**config.mk**
```make
export PLATFORM = sky130hd
export DESIGN_NAME = uart_rx_fifo
export DESIGN_NICKNAME = d
export VERILOG_FILES = /design/src/rtl/uart_rx_fifo.sv
export SDC_FILE = /design/constraint.sdc
export NUM_CORES = 1
export LEC_CHECK = 0
export BUFFER_PORTS_ARGS = -buffer_cell sky130_fd_sc_hd__buf_2
export CAP_MARGIN = 20
export CORE_ASPECT_RATIO = 0.5
export CORE_MARGIN = 2
export CORE_UTILIZATION = 55
export CTS_CLUSTER_SIZE = 10
export DETAILED_ROUTE_END_ITERATION = 16
export HOLD_SLACK_MARGIN = 0.06
export PLACE_DENSITY = 0.77
export SLEW_MARGIN = 20
export SYNTH_ARGS = -nofsm -noshare
export SYNTH_HDL_FRONTEND = slang
export SYNTH_SLANG_ARGS = --single-unit
export TNS_END_PERCENT = 1
```
**constraint.sdc**
```tcl
create_clock -name clk_i -period 2.1 [get_ports clk_i]
set_clock_uncertainty 0.05 [all_clocks]
set_input_delay 0.42 -clock clk_i [delete_from_list [all_inputs] [get_ports clk_i]]
set_output_delay 0.42 -clock clk_i [all_outputs]
set_load 0.03 [all_outputs]
```
**src/rtl/uart_rx_fifo.sv**
```systemverilog
// Receive-side character buffer: stores {parity_error, data} on each rx_done pulse, FWFT drain.
// Latency: a write on edge N is visible at rd_valid_o/rd_data_o after edge N; no empty bypass.
// Backpressure: rd_ready_i stalls the head; writes arriving while full (and not draining) are dropped and flagged.
module uart_rx_fifo #(
    parameter int MAX_DATA_WIDTH = 8,
    parameter int FIFO_DEPTH     = 16,
    parameter int ADDR_WIDTH     = 4
) (
    input  logic                      clk_i,
    input  logic                      rst_ni,
    input  logic                      clr_i,
    input  logic                      rx_done_i,
    input  logic [MAX_DATA_WIDTH-1:0] rx_data_i,
    input  logic                      parity_error_i,
    input  logic                      rd_ready_i,
    output logic                      rd_valid_o,
    output logic [MAX_DATA_WIDTH-1:0] rd_data_o,
    output logic                      rd_parity_error_o,
    output logic [ADDR_WIDTH:0]       count_o,
    output logic                      full_o,
    output logic                      empty_o,
    output logic                      overflow_o
);

    typedef struct packed {
        logic                      par;
        logic [MAX_DATA_WIDTH-1:0] dat;
    } entry_t;

    localparam logic [ADDR_WIDTH:0] DEPTH_C = (ADDR_WIDTH+1)'(FIFO_DEPTH);

    entry_t                mem [FIFO_DEPTH];
    logic [ADDR_WIDTH-1:0] wr_ptr;
    logic [ADDR_WIDTH-1:0] rd_ptr;
    logic [ADDR_WIDTH:0]   count;
    logic                  overflow;
    logic                  rd_fire;
    logic                  wr;
    logic                  drop;
    entry_t                head;

    assign empty_o    = (count == '0);
    assign full_o     = (count == DEPTH_C);
    assign rd_valid_o = ~empty_o;
    assign count_o    = count;
    assign overflow_o = overflow;

    assign rd_fire = rd_valid_o & rd_ready_i;
    assign wr      = rx_done_i & (~full_o | rd_fire);
    assign drop    = rx_done_i & full_o & ~rd_fire;

    // Head is forced to zero while empty so the outputs never expose stale storage.
    assign head              = mem[rd_ptr];
    assign rd_data_o         = rd_valid_o ? head.dat : '0;
    assign rd_parity_error_o = rd_valid_o & head.par;

    always_ff @(posedge clk_i) begin
        if (rst_ni && !clr_i && wr) begin
            mem[wr_ptr] <= '{par: parity_error_i, dat: rx_data_i};
        end
    end

    always_ff @(posedge clk_i) begin
        if (!rst_ni) begin
            wr_ptr   <= '0;
            rd_ptr   <= '0;
            count    <= '0;
            overflow <= 1'b0;
        end else if (clr_i) begin
            wr_ptr   <= '0;
            rd_ptr   <= '0;
            count    <= '0;
            overflow <= 1'b0;
        end else begin
            if (wr) begin
                wr_ptr <= wr_ptr + 1'b1;
            end
            if (rd_fire) begin
                rd_ptr <= rd_ptr + 1'b1;
            end
            case ({wr, rd_fire})
                2'b10:   count <= count + 1'b1;
                2'b01:   count <= count - 1'b1;
                default: count <= count;
            endcase
            if (drop) begin
                overflow <= 1'b1;
            end
        end
    end

endmodule

```
==> impl.org <==
** Floorplan
- The initial utilization of the core area, before any placement, comes to 0.558.
- Die Footprint :: 0.0128 mm²
- Count of pins on the block boundary :: 32
- The floorplan has 28 rows.
- Area of the core region :: 0.0117 mm²
- The die is 81.1 µm tall.
- Die extent in x :: 158 µm

** Placement
- Total placed instance area :: 0.00720 mm²
- Total half-perimeter wirelength after legalization and detailed placement :: 9190 µm
- The congestion estimate from routability-driven global placement came to 0.814.
- During placement, the flow inserted port buffers numbering 31.
- Number of cells after detailed placement :: 551

** Hold path
- The startpoint identified for the worst hold timing path is rx_done_i.
- Instance count along the most critical hold path :: 3
- The tightest min-delay check is of the input pin to register type.
- Worst hold endpoint :: overflow_o

** Layout
- Summing all multi-input logic gate instances after layout gives 0.00172 mm².
- NumNets Final :: 428
- The repair_antennas step left the layout with diodes totalling 0.
- Most frequent standard cell in the layout excluding fill and tap cells :: sky130_fd_sc_hd__edfxtp_1
- Post-layout instance count excluding filler cells :: 585
- The library cells used most frequently in the layout, excluding fill and tap cells, are 144 x sky130_fd_sc_hd__edfxtp_1, 42 x sky130_fd_sc_hd__mux4_2, 27 x sky130_fd_sc_hd__buf_4.
- Fill cell count :: 707
- Area overhead of the layout relative to synthesis :: 20.8%
- In the final layout, the share of cells above drive strength 1 is 0.426.
- The sequential cells in the finished layout cover a total of 0.00470 mm².
- Post-Layout Inst Area :: 0.00790 mm²

** Worst setup path
- By instance count, the cell type seen most on the critical path is sky130_fd_sc_hd__mux4_2.
- The critical path is of the register to output port type.
- Type of element capturing the critical path :: output port
- In this run the worst path has a maximum fanout of 7.
- Data arrives at the worst endpoint at 2.40 ns.
- Kind of start point of the critical path :: register
- The startpoint identified for the worst register-to-register timing path is count_o[0].
- Among all stages on the critical path, the largest delay is contributed by sky130_fd_sc_hd__mux4_2.
- Top Family by Delay on Critical Path :: multiplexers
- Ordered cell list for the critical path :: buf_12, mux4_2, mux4_2, and2_4, buf_6
- Reg-to-reg setup timing slack :: -0.05 ns
- The endpoint identified for the worst register-to-register timing path is count_o[4].
- Required arrival time at the worst endpoint :: 1.63 ns
- Largest stage delay, worst path :: 0.54 ns
- Critical path depth in cells :: 5
- Bufs and invs on worst path :: 2
- Measured in cells, the most critical reg-to-reg path has a length of 9.

** Clocking
- Clock tree synthesis inserted a total of 17 buffers.
- The clock net in this run drives a total of 162 sinks.
- The clock passes through at most 2 buffers.
- The tree is rooted in a sky130_fd_sc_hd__clkbuf_16.
- Latest clock arrival within the worst-skew pair :: 0.42 ns
- Count of H-tree levels built during CTS :: 4
- Post-cts hold buffer count :: 0
- Clock tree from TritonCTS :: built
- After clock tree synthesis, the clock-pin slew on the worst setup and hold paths is 0.06 ns.

** Routing
- Detailed routing inserted a total of 3459 vias.
- WL per Instance :: 24.9 µm
- DRC violations left :: 0
- Antenna Nets Post-Route :: 0
- The final layout contains routed wiring with a total length of 14600 µm.
- TritonRoute pass-1 iters :: 5
- Number of DRC violations after detailed-routing iteration 0 :: 391
- DR vias/cell :: 5.91

** Logic synthesis
- Average size of a mapped cell :: 19.7 µm²
- In this run the cell area of the synthesized design comes to 0.00654 mm².
- Count of state elements after synthesis :: 162
- Synthesis handed over a netlist of 332 instances.
- Yosys warnings :: 0
- Syn nets :: 353
- Unique cell type count in the Yosys netlist :: 30
- Sequential share of the synthesized area :: 0.717

** GRT
- First-pass GRT wire length :: 22000 µm
- After global routing the overflow that remains totals 0.
- Initial antenna violation count :: 0
- For this run, the total global-route usage over all layers was measured as 0.253.
- Number of global-route vias before repair :: 3396
- Entering global routing, the biggest net connects 37 pins.

** STA
- The count of pins over their slew limit came to 0.
- RSZ-0062 raised after global routing :: true
- The number of hold violations in the final report is 0.
- Setup violation total in the final timing report :: 13
- Based on the critical path, the design can be clocked at up to 0.349 GHz.
- Final worst path period share :: 1.36
- Headroom to the max-slew limit came out at 0.705.
- Final Worst Setup Slack :: -0.766 ns
- For the finished layout, the period the worst path requires is 2.87 ns.
- Transition time at the pin with the least slew margin :: 0.442 ns

** Run status
- Result of the run :: finished with violations
- The final reports fail on negative setup slack.

** Job
- Maximum Capacitance Violations :: 0

** Pwr
- Dividing total power by cell area gives a power density of 891 mW/mm².
- Leak Pwr :: 2.64 nW
- VDD sags by at most 0.000527 V.
[cell usage after synthesis]
cell                         n  area share
sky130_fd_sc_hd__xnor2_1     3      0.0040
sky130_fd_sc_hd__nand4b_1    2      0.0027
sky130_fd_sc_hd__a31oi_1     2      0.0019
sky130_fd_sc_hd__inv_1       7      0.0040
sky130_fd_sc_hd__a21oi_2     1      0.0013
sky130_fd_sc_hd__mux4_1     19       0.076
sky130_fd_sc_hd__mux4_2     26       0.090
sky130_fd_sc_hd__a21o_1      3      0.0034
sky130_fd_sc_hd__nand2_1    14      0.0080
sky130_fd_sc_hd__clkbuf_1    2      0.0011
sky130_fd_sc_hd__a211oi_1    1      0.0011
sky130_fd_sc_hd__nand2b_1    2      0.0019
sky130_fd_sc_hd__ha_1        7       0.013
sky130_fd_sc_hd__buf_8       2      0.0046
sky130_fd_sc_hd__a21oi_1     7      0.0054
sky130_fd_sc_hd__mux2i_1     3      0.0046
sky130_fd_sc_hd__buf_12      1      0.0031
sky130_fd_sc_hd__dfxtp_1    18       0.055
sky130_fd_sc_hd__nor2_1     35       0.020
sky130_fd_sc_hd__or3_1       3      0.0029
sky130_fd_sc_hd__nand3_1     1     0.00077
sky130_fd_sc_hd__xor2_1      6      0.0080
sky130_fd_sc_hd__edfxtp_1  144        0.66
sky130_fd_sc_hd__o21ai_0     2      0.0015
sky130_fd_sc_hd__nor4_4      1      0.0033
sky130_fd_sc_hd__buf_6       1      0.0017
sky130_fd_sc_hd__and2_1      9      0.0086
sky130_fd_sc_hd__nand4_1     2      0.0019
sky130_fd_sc_hd__buf_4       4      0.0046
sky130_fd_sc_hd__buf_2       4      0.0031
[through the flow]
| stage | setup TNS, ns | utilization | total power, mW | hold slack, ns | setup WS, ns |
|---|---|---|---|---|---|
| finish | -6.78 | 0.675 | 7.04 | 0.286 | -0.766 |
| global route | -7.62 | 0.675 | 7.21 | 0.299 | -0.788 |
| CTS | -7.12 | 0.679 | 7.04 | 0.272 | -0.788 |
| detailed placement | -4.45 | 0.615 | 3.98 | 0.410 | -0.345 |
| global placement | -2.65 | 0.615 | 3.96 | 0.410 | -0.339 |
| floorplan | -1.08 | - | 3.84 | 0.435 | -0.110 |
[where the power goes]
group | leakage [nW] | internal (mW) | switching (mW)
clock | 0.279 | 1.76 | 1.32
combinational | 0.914 | 0.180 | 0.242
sequential | 1.44 | 3.52 | 0.0163
[routing by layer]
layer,GRT usage,wire [µm],up-vias
met2,0.400,7110,184
met4,0.0757,166,0
met5,0,0,-
met1,0.348,5990,1794
met3,0.0742,1300,15
li1,-,-,1466
[area by class of cell]
cell class | instances | area share
sequential | 162 | 0.595
multi-input combinational | 149 | 0.218
timing repair buffer | 70 | 0.0845
clock buffer | 17 | 0.0539
tap | 165 | 0.0261
clock inverter | 15 | 0.0198
inverter | 7 | 0.00333
[flip-flops by register name (all words and copies together), names as in the netlist, named ones only]
register    cells
count_o         5
wr_ptr          4
mem           144
rd_ptr          4
overflow_o      1
[worst reg2reg max path, cell delays in order (launching register included)]
cell and delay [ns]:
sky130_fd_sc_hd__dfxtp_4 0.37, sky130_fd_sc_hd__nor4_4 0.39, sky130_fd_sc_hd__a21oi_2 0.12, sky130_fd_sc_hd__xor2_1 0.17, sky130_fd_sc_hd__ha_2 0.21, sky130_fd_sc_hd__or3_1 0.30
sky130_fd_sc_hd__a21oi_1 0.15, sky130_fd_sc_hd__nand2_1 0.08, sky130_fd_sc_hd__a21o_1 0.15, sky130_fd_sc_hd__a21oi_1 0.11
[worst max path at each step]
stage,from,endpoint,slack (ns)
after detailed placement,register,rd_data_o[1],-0.35
after global routing,register,rd_data_o[3],-0.79
after floorplan,register,rd_data_o[0],-0.11
after global placement,register,rd_data_o[2],-0.34
final,register,rd_data_o[3],-0.77
after CTS,register,rd_data_o[1],-0.79
[cells by family (layout without fill, tap and decap cells)]
family	count (synthesis)	count (layout)	synth area share
and+or+nand+nor	69	69	0.0502
adders and majority gates	7	7	0.0134
DFF	162	162	0.717
buffers and inverters	21	109	0.0222
xor gates and xnor gates	9	9	0.0121
AOI/OAI and AO/OA	16	16	0.0147
muxes	48	48	0.171
[repair_timing]
action                     CTS  global route
gates cloned                 2             0
gates resized for setup     27             3
buffers inserted             2             0
pin swaps                    8             0
setup endpoints to repair   13           138
Power figures use the tool's default switching activity.
